[src/rtl/pwm_peripheral.sv]
// pwm_peripheral -- 16 user outputs: forced low, held high or driven by a shared 8-bit PWM.
// Rev 1.0
`default_nettype none

module pwm_peripheral #(
  parameter int unsigned PRESCALE   = 13,
  parameter int unsigned PRESCALE_W = 8
) (
  input  logic       clk,
  input  logic       rst,
  input  logic [7:0] en_reg_out_7_0,
  input  logic [7:0] en_reg_out_15_8,
  input  logic [7:0] en_reg_pwm_7_0,
  input  logic [7:0] en_reg_pwm_15_8,
  input  logic [7:0] pwm_duty_cycle,
  output logic [15:0] out,
  output logic       period_start
);

  localparam logic [PRESCALE_W-1:0] PRESC_MAX = PRESCALE_W'(PRESCALE - 1);

  logic [PRESCALE_W-1:0] presc_q, presc_d;
  logic [7:0]            pwm_cnt_q, pwm_cnt_d;
  logic [7:0]            duty_sh_q, duty_sh_d;
  logic [15:0]           out_q, out_d;
  logic                  period_start_q, period_start_d;

  logic [15:0] en_out;
  logic [15:0] en_pwm;
  logic        tick;
  logic        wrap;
  logic        level;

  assign en_out = {en_reg_out_15_8, en_reg_out_7_0};
  assign en_pwm = {en_reg_pwm_15_8, en_reg_pwm_7_0};

  always_comb begin
    tick           = (presc_q == PRESC_MAX);
    wrap           = tick && (pwm_cnt_q == 8'hFF);
    presc_d        = tick ? '0 : presc_q + PRESCALE_W'(1);
    pwm_cnt_d      = tick ? pwm_cnt_q + 8'd1 : pwm_cnt_q;
    // Duty is only sampled at the wrap so a period is never cut short or stretched.
    duty_sh_d      = wrap ? pwm_duty_cycle : duty_sh_q;
    // 0xFF is special-cased to stay high through the wrap clock.
    level          = (duty_sh_q == 8'hFF) || (pwm_cnt_q < duty_sh_q);
    out_d          = en_out & (~en_pwm | {16{level}});
    period_start_d = wrap;
  end

  always_ff @(posedge clk) begin
    if (rst) begin
      presc_q        <= '0;
      pwm_cnt_q      <= '0;
      duty_sh_q      <= '0;
      out_q          <= '0;
      period_start_q <= 1'b0;
    end else begin
      presc_q        <= presc_d;
      pwm_cnt_q      <= pwm_cnt_d;
      duty_sh_q      <= duty_sh_d;
      out_q          <= out_d;
      period_start_q <= period_start_d;
    end
  end

  assign out          = out_q;
  assign period_start = period_start_q;

endmodule

`default_nettype wire

[config.mk]
export PLATFORM = sky130hd
export DESIGN_NAME = pwm_peripheral
export DESIGN_NICKNAME = d
export VERILOG_FILES = /design/src/rtl/pwm_peripheral.sv
export SDC_FILE = /design/constraint.sdc
export NUM_CORES = 1
export LEC_CHECK = 0
export ABC_AREA = 1
export CAP_MARGIN = 20
export CORE_ASPECT_RATIO = 0.6
export CORE_MARGIN = 5
export CORE_UTILIZATION = 40
export DETAILED_ROUTE_END_ITERATION = 8
export DONT_BUFFER_PORTS = 1
export GPL_TIMING_DRIVEN = 0
export HOLD_SLACK_MARGIN = 0.05
export PLACE_DENSITY = 0.55
export SLEW_MARGIN = 20
export SYNTH_ARGS = -nofsm -noshare
export SYNTH_HDL_FRONTEND = slang
export SYNTH_SLANG_ARGS = --single-unit
[constraint.sdc]
create_clock -name clk -period 1.3 [get_ports clk]
set_input_delay 0.26 -clock clk [delete_from_list [all_inputs] [get_ports clk]]
set_output_delay 0.26 -clock clk [all_outputs]
set_load 0.02 [all_outputs]
Word-level counts from Yosys, hierarchy flattened

Index checks and enable logic that the tools add are counted.
Widths: inputs -> output; s select.

Bits in registers: 41
Input port bits: 42
Output and inout port bits: 17
Word-level logic and storage cells: 17

$add $sub $neg: 2
$lt $le $gt $ge: 1
Eq/ne operators: 3
Bitwise logic cells: 3
Reduce and logical (&&, ||, !) cells: 3

Operators by type and width:

| kind                | count |
|---|---|
| $add 8x1->8 const B | 2 |
| $and 16x16->16      | 1 |
| $eq 8x8->1 const B  | 2 |
| $not 16->16         | 1 |
| $or 16x16->16       | 1 |
| $eq 8x4->1 const B  | 1 |
| $lt 8x8->1          | 1 |
| $reduce_or 2->1     | 1 |
| $logic_and 1x1->1   | 1 |
| $logic_or 1x1->1    | 1 |

Depth between registers and ports, before layout

Gate-level depths: netlist of the first run.

Depth after elaboration: 4
Gate-level depth with buffers: 12
Mapped depth without buffers: 11

Least setup slack after synthesis of the first run

OpenSTA, ideal clock, no wires.

Kind: reg-to-reg
Start: register duty_sh_q[5]
End: register out_q[0], in the netlist out[0]
Library setup time: 0.056 ns
Arrival: 1.354 ns
Data required time: 1.244 ns
Path slack: -0.110 ns
Stages on the path, launching flop included: 11
Buffers on the path: 1
Period minus slack after synthesis: 1.410 ns
Cells stage by stage: dfxtp_1 > inv_1 > ha_1 > a21oi_1 > nor2_1 > nor3_2 > nand2_2 > buf_4 > nand3_1 > nand2_1 > inv_1

Cells in the longest elaborated chain, start to end: 4
Elaborated cells on any way between the ends: 5
Those cells by class: 1 x order compare; 1 x eq/ne; 2 x bitwise; 1 x reduce/logical

RTL lines:

| element                                         | RTL line | source |
|---|---|---|
| start: declaration                              | 24       | `logic [7:0] duty_sh_q, duty_sh_d;` |
| start signal: assignment                        | 60       | `duty_sh_q <= duty_sh_d;` |
| $lt 8x8->1 / $eq 8x8->1 (equally long branches) | 45       | `level = (duty_sh_q == 8'hFF) \|\| (pwm_cnt_q < duty_sh_q);` |
| $logic_or 1x1->1 *                              | 45       |  |
| $or 16x16->16 *                                 | 46       | `out_d = en_out & (~en_pwm \| {16{level}});` |
| $and 16x16->16 *                                | 46       |  |
| end signal: assignment                          | 61       | `out_q <= out_d;` |
| end: declaration                                | 25       | `logic [15:0] out_q, out_d;` |

Every way passes the cells marked *; elsewhere a longest branch is shown, timed or not.
A chain may end at the register's enable or synchronous reset.

Worst setup path after layout of the first run

Start: register duty_sh_q[5]
End: register out_q[3], in the netlist out[3]

Same word-level chain as after synthesis.

==> results of run 1 <==
-- per-layer routing --
layer | global-route usage, % | vias up
met5 | 0 | -
met4 | 4.54 | 0
met3 | 5.87 | 7
met2 | 23.3 | 45
met1 | 21.9 | 789
li1 | - | 918
-- how the worst max path moves through the flow --
stage	end	start	depth (start not counted)	slack [ns]
4_1_cts	out[9]	duty_sh_q[5]	10	-0.19
3_3_place_gp	duty_sh_q[1]	pwm_cnt_q[1]	6	-0.28
6_report	out[3]	duty_sh_q[5]	10	-0.20
5_1_grt	out[10]	duty_sh_q[6]	10	-0.30
3_5_place_dp	duty_sh_q[1]	pwm_cnt_q[1]	6	-0.30
2_1_floorplan	out[0]	duty_sh_q[5]	10	-0.05
-- report_power, final --
group | switching, mW | internal [mW]
clock network | 0.458 | 0.627
registers | 0.0428 | 1.28
logic | 0.0799 | 0.0645
total | 0.581 | 1.97
-- cell families (layout without fill, tap and decap cells) --
| family | after synthesis | in the layout | share of synthesized area, % |
|---|---|---|---|
| AOI/OAI and AO/OA | 23 | 23 | 5.98 |
| buffers and inverters | 65 | 96 | 13.4 |
| DFF | 41 | 41 | 41.8 |
| and+or+nand+nor | 137 | 137 | 32.0 |
| adders and majority gates | 10 | 10 | 6.37 |
| xor gates and xnor gates | 1 | 1 | 0.446 |
-- what timing repair did --
action                                  in CTS  in global routing
endpoints found under the setup margin      39                 37
hold buffers                                 0                  0
gates resized for setup                     51                 60
gates cloned                                 2                  0
buffers inserted                            11                 12
pin swaps                                    8                 24
-- per-stage QoR --
stage	power, mW	setup WS, ns	hold slack (ns)	TNS, ns
3_3_place_gp	1.45	-0.275	0.411	-5.57
6_report	2.55	-0.205	0.0908	-3.85
4_1_cts	2.54	-0.193	0.101	-2.45
5_1_grt	2.63	-0.300	0.0845	-6.08
2_1_floorplan	1.43	-0.0515	0.405	-0.500
3_5_place_dp	1.45	-0.296	0.413	-6.13
-- synthesized netlist by cell type --
cell type	n	area, um^2
nand2_1	51	191
nand4_1	3	18.8
dfxtp_1	41	821
clkbuf_1	2	7.51
nand3_1	29	145
buf_2	1	5.00
inv_1	55	206
nand4_2	2	25.0
nor3b_1	3	22.5
nor3_1	1	5.00
buf_4	1	7.51
nor4_1	1	6.26
o21ai_0	6	30.0
a21oi_1	16	80.1
nor2_2	2	12.5
nand2_2	3	18.8
nor2_4	1	11.3
xor2_1	1	8.76
nor3_2	2	20.0
nor2_1	38	143
inv_2	4	15.0
ha_1	10	125
buf_6	2	22.5
nand3_2	1	10.0
a21boi_0	1	7.51
-- worst max-delay path, cell delays in order (launching register included) --
cell	delay, ns
dfxtp_2	0.35
inv_2	0.05
ha_4	0.21
a21oi_2	0.13
nor2_2	0.05
nor3_2	0.24
nand2_4	0.13
buf_6	0.17
nand3_2	0.05
nand2_1	0.05
inv_1	0.04
-- final cells by class --
type	instances	area [um^2]
multi-input cells	171	1200
clock buffers	7	86.3
flip-flops and latches	41	853
plain buffers	6	46.3
well taps	63	78.8
repair buffers	23	243
inverters	59	226
clock inverters	1	30.0
fillers	432	1900
-- state kept, by name (all words and copies together) (netlist names) --
signal        count
presc_q           8
period_start      1
pwm_cnt_q         8
duty_sh_q         8
out              16
-- layout by cell type, fill, tap and decap left out, drive strengths merged --
cell type	instances
a21boi	1
a21oi	16
buf	27
bufinv	1
clkbuf	9
dfxtp	41
ha	10
inv	59
nand2	54
nand3	30
nand4	5
nor2	41
nor3	3
nor3b	3
nor4	1
o21ai	6
xor2	1
==> flow_summary_export.csv, run 1 <==
group,metric,value,unit
timing,maxSlewHeadroom,58.5,%
timing,slew_violations,0,
yosys,synth.distinct_cells,25,
yosys,yosys_warnings,0,
setup_path,crit_path_end_kind,"register",
routing,vias,1759,
routing,drt_first_pass_iters,5,
setup_path,crit_fanout,8,
timing,finalSetupViolations,28,
routing,ant_nets,0,
outcome,status,"finished with violations",
placed_design,dpl.hpwl,3420,um
grt,antenna_found_initial,0,
setup_path,required,1.55,ns
routing,viasPerCell,4.74,
yosys,synth_seq_cells,41,
timing,finalCritPeriodShare,116,%
worst_hold_path,hp-class,"input port to register",
routing,drt-met1-wl,2660,um
floorplanning,core_area,4660,um^2
routing,met2WireLength,2310,um
floorplanning,rows,19,
routing,initialDrtViolationCount,105,
setup_path,timing.rr.end,"out[3]",
setup_path,timing.rr.start,"duty_sh_q[5]",
cells_and_area,post-route-util,59.3,%
worst_hold_path,hp-start,"en_reg_pwm_7_0[1]",
placed_design,io_buffers,0,
placed_design,gp_congestion,0.743,
routing,wl_per_cell,14.4,um
yosys,ys_seq_area_share,41.8,%
floorplanning,start_util,42.2,%
grt,groute.usage.overall,15.9,%
cells_and_area,area_delta_synth_final,40.5,%
grt,grt_overflow,0,
clocking,cts.sinks,41,
timing,fmax,664,MHz
clocking,clk_latency,0.30,ns
timing,tightest_slew,0.622,ns
worst_hold_path,hold_end,"out[1]",
routing,top_layer,"met4",
cells_and_area,layout.cells.non_filler,371,
yosys,synth_cells,277,
placed_design,placed_cells,340,
clocking,htreeDepth,2,
routing,totalWireLength,5360,um
yosys,synth_area,1970,um^2
outcome,violations,"setup timing",
clocking,clockRootBuffer,"clkbuf_8",
floorplanning,die_h,64.3,um
cells_and_area,antennaDiodeCount,0,
cells_and_area,layout-drive-gt1-share,39.9,%
pwr,leakage,1.30,nW
pwr,ir_worst_vdd,0.517,mV
setup_path,start_kind,"register",
pwr,power_density,924,nW/um^2
setup_path,path_class,"register to register",
routing,drc,0,
cells_and_area,final_area,2760,um^2
worst_hold_path,min_delay_path_depth,3,
setup_path,r2r_setup_slack,-0.20,ns
flow_run,maxCapViolCount,0,
timing,rsz0062_at_grt,"yes",
floorplanning,die_w,101,um
clocking,cts_buffers,5,
grt,grt_pass1_wl,8080,um
timing,finalClockSkew,0.0106,ns
cells_and_area,final_nets,359,
routing,wl_met3,337,um
floorplanning,pin_count,59,
timing,fin_crit,1.50,ns
setup_path,cp.arrival,1.76,ns
timing,hold_violations,0,
placed_design,placed_area,2060,um^2
grt,grt_pass1_vias,1685,
floorplanning,die_area,6460,um^2
clocking,cts_tree,"built",
yosys,syn_avg_cell_area,7.10,um^2
grt,grt_max_degree,13,
yosys,synth_nets,329,
setup_path,r2r_cells,10,
timing,setup_slack,-0.205,ns
clocking,clockBufferDepth,2,
clocking,cts.clk_slew.worst_paths,0.08,ns
Power figures use the tool's default switching activity.
==> run 2: changes to the inputs <==
--- a/config.mk
+++ b/config.mk
@@ -5,7 +5,6 @@
 export SDC_FILE = /design/constraint.sdc
 export NUM_CORES = 1
 export LEC_CHECK = 0
-export ABC_AREA = 1
 export CAP_MARGIN = 20
 export CORE_ASPECT_RATIO = 0.6
 export CORE_MARGIN = 5
@@ -14,8 +13,8 @@
 export DONT_BUFFER_PORTS = 1
 export GPL_TIMING_DRIVEN = 0
 export HOLD_SLACK_MARGIN = 0.05
-export PLACE_DENSITY = 0.55
-export SLEW_MARGIN = 20
+export PLACE_DENSITY = 0.53
+export SLEW_MARGIN = 40
 export SYNTH_ARGS = -nofsm -noshare
 export SYNTH_HDL_FRONTEND = slang
 export SYNTH_SLANG_ARGS = --single-unit
==> constraint.sdc (replaced) <==
create_clock -name clk -period 1.4 [get_ports clk]
set_input_delay 0.28 -clock clk [delete_from_list [all_inputs] [get_ports clk]]
set_output_delay 0.28 -clock clk [all_outputs]
set_load 0.02 [all_outputs]
==> flow_summary_export.csv, run 2 <==
group,metric,value,unit
timing,setup_slack,-0.572,ns
worst_hold_path,hp-class,"input port to register",
timing,rsz0062_at_grt,"yes",
pwr,ir_worst_vdd,0.644,mV
routing,viasPerCell,4.97,
placed_design,gp_congestion,0.760,
cells_and_area,final_common_cell,"dfxtp_1",
timing,holdWs,0.0622,ns
cells_and_area,post-route-util,57.3,%
floorplanning,start_util,41.9,%
timing,hold_violations,0,
routing,totalWireLength,4240,um
cells_and_area,multi_input_area,1090,um^2
timing,maxSlewHeadroom,69.9,%
setup_path,path_class,"register to register",
yosys,synth_nets,240,
floorplanning,die_area,5800,um^2
yosys,synth.distinct_cells,29,
yosys,synth_ff_type,"dfxtp_1",
clocking,clk_latency,0.29,ns
floorplanning,pin_count,59,
flow_run,maxCapViolCount,0,
placed_design,dpl.hpwl,2750,um
routing,vias,1361,
placed_design,io_buffers,0,
routing,ant_nets,0,
grt,grt_overflow,0,
timing,fin_tns_setup,-13.54,ns
yosys,synth_top_area_cell,"dfxtp_1",
pwr,leakage,0.907,nW
clocking,cts.sinks,41,
cells_and_area,area_delta_synth_final,36.8,%
clocking,clockRootBuffer,"clkbuf_8",
timing,finalCritPeriodShare,141,%
pwr,p_total,2.49,mW
yosys,synth_top_area_share,47.3,%
yosys,synthTopCellsByArea,"dfxtp_1 (47%), ha_1 (7.2%), nand2b_1 (6.1%)",
clocking,clockBufferDepth,2,
routing,drc,0,
setup_path,cp.arrival,2.14,ns
grt,groute.usage.overall,14.0,%
timing,fin_crit,1.97,ns
yosys,synth_cells,188,
setup_path,slowest_delay,0.63,ns
setup_path,crit_path_end_kind,"register",
grt,grt_pass1_vias,1264,
clocking,cts_tree,"built",
setup_path,crit_fanout,5,
yosys,ys_seq_area_share,47.3,%
timing,finalSetupViolations,40,
cells_and_area,largest_reg_flops,16,
cells_and_area,final_area,2380,um^2
yosys,yosysMostFrequentCell,"dfxtp_1",
grt,grt_pass1_wl,6170,um
yosys,syn_avg_cell_area,9.24,um^2
floorplanning,core_area,4140,um^2
yosys,yosys_warnings,0,
timing,finalClockSkew,0.00437,ns
floorplanning,rows,18,
outcome,violations,"setup timing",
pwr,power_density,1050,nW/um^2
timing,fmax,507,MHz
yosys,synth_commonest_cells,"dfxtp_1 (41), nor2_1 (28), a21oi_1 (18)",
cells_and_area,layout_common_cells,"dfxtp_1 (34), nor2_1 (27), nand2b_1 (17), a21oi_2 (17), buf_4 (11)",
setup_path,required,1.57,ns
placed_design,placed_area,1840,um^2
yosys,synth_seq_cells,41,
yosys,synth_area,1740,um^2
cells_and_area,layout-drive-gt1-share,31.3,%
timing,tightest_slew,0.451,ns
grt,grt_max_degree,14,
setup_path,worstPathCellList,"inv_2 -> ha_4 -> or4b_4 -> or4_4 -> mux2i_1 -> nor2_1",
yosys,async_flop_share,0,%
routing,initialDrtViolationCount,51,
clocking,cts.clk_slew.worst_paths,0.08,ns
cells_and_area,final_nets,265,
grt,antenna_found_initial,0,
floorplanning,die_w,95.1,um
outcome,status,"finished with violations",
floorplanning,die_h,61.0,um
cells_and_area,seq_area,832,um^2
cells_and_area,antennaDiodeCount,0,
setup_path,cpMaxStageDelayCell,"or4_4",
routing,drt_first_pass_iters,4,
routing,wl_per_cell,15.5,um
clocking,cts_buffers,5,
clocking,htreeDepth,2,
timing,slew_violations,0,
cells_and_area,fillCellCount,359,
setup_path,start_kind,"register",
yosys,synth_edf_count,0,
## run 2: timing repair
item / CTS / global route
hold buffers: 0 / 7
gates resized for setup: 23 / 33
cloned: 2 / 0
hold endpoints to repair: 0 / 7
setup buffers: 5 / 7
setup endpoints to repair: 40 / 40
pin swaps: 5 / 14
## run 2: path summary, 6_finish.rpt
check                                        from      endpoint  slack [ns]  cells past startpoint
worst max-delay path                   presc_q[0]  duty_sh_q[6]       -0.57                      6
worst min-delay path            en_reg_pwm_7_0[3]        out[3]        0.06                      1
worst max register to register         presc_q[0]  duty_sh_q[6]       -0.57                      6
worst min register to register       duty_sh_q[5]  duty_sh_q[5]        0.51                      2
## run 2: cell type report
class	count	area share [%]
Clock buffer	5	2.90
Sequential cell	41	35.0
Timing Repair Buffer	20	7.48
Buffer	4	1.11
Multi-Input combinational cell	129	45.7
Inverter	12	1.90
Clock inverter	3	2.74
Tap cell	60	3.16
## run 2: critical path, delay by kind of cell, from the launching register on
family	cells	cell delay (ns)
buf+inv	1	0.06
mux	1	0.20
flops	1	0.35
fa+ha+maj	1	0.11
simple gates	3	1.15
## run 2: routing by layer
metal / track usage [%] / share of wire (%)
met5: 0 / 0
met4: 3.08 / 0.31
met3: 5.98 / 6.6
met2: 20.5 / 48
met1: 19.2 / 45
## run 2: cell families (layout without fill, tap and decap cells)
logic type / Yosys count / after routing / synth area share [%]
AOI/OAI and AO/OA: 25 / 25 / 8.21
xor gates and xnor gates: 13 / 13 / 6.56
adders and majority gates: 10 / 10 / 7.20
buffers and inverters: 19 / 44 / 4.61
DFF: 41 / 41 / 47.3
muxes: 8 / 8 / 4.61
and+or+nand+nor: 72 / 73 / 21.5
## run 2: per-stage QoR
step	setup WS [ns]	std cells
floorplan	-0.544	188
detailed placement	-0.690	248
CTS	-0.582	260
finish	-0.572	274
global route	-0.641	274
global placement	-0.640	248
## run 2: where the power goes
group / internal (mW) / switching, mW / leakage, nW
combinational: 0.0718 / 0.0782 / 0.502
clock: 0.708 / 0.400 / 0.0681
sequential: 1.19 / 0.0375 / 0.337
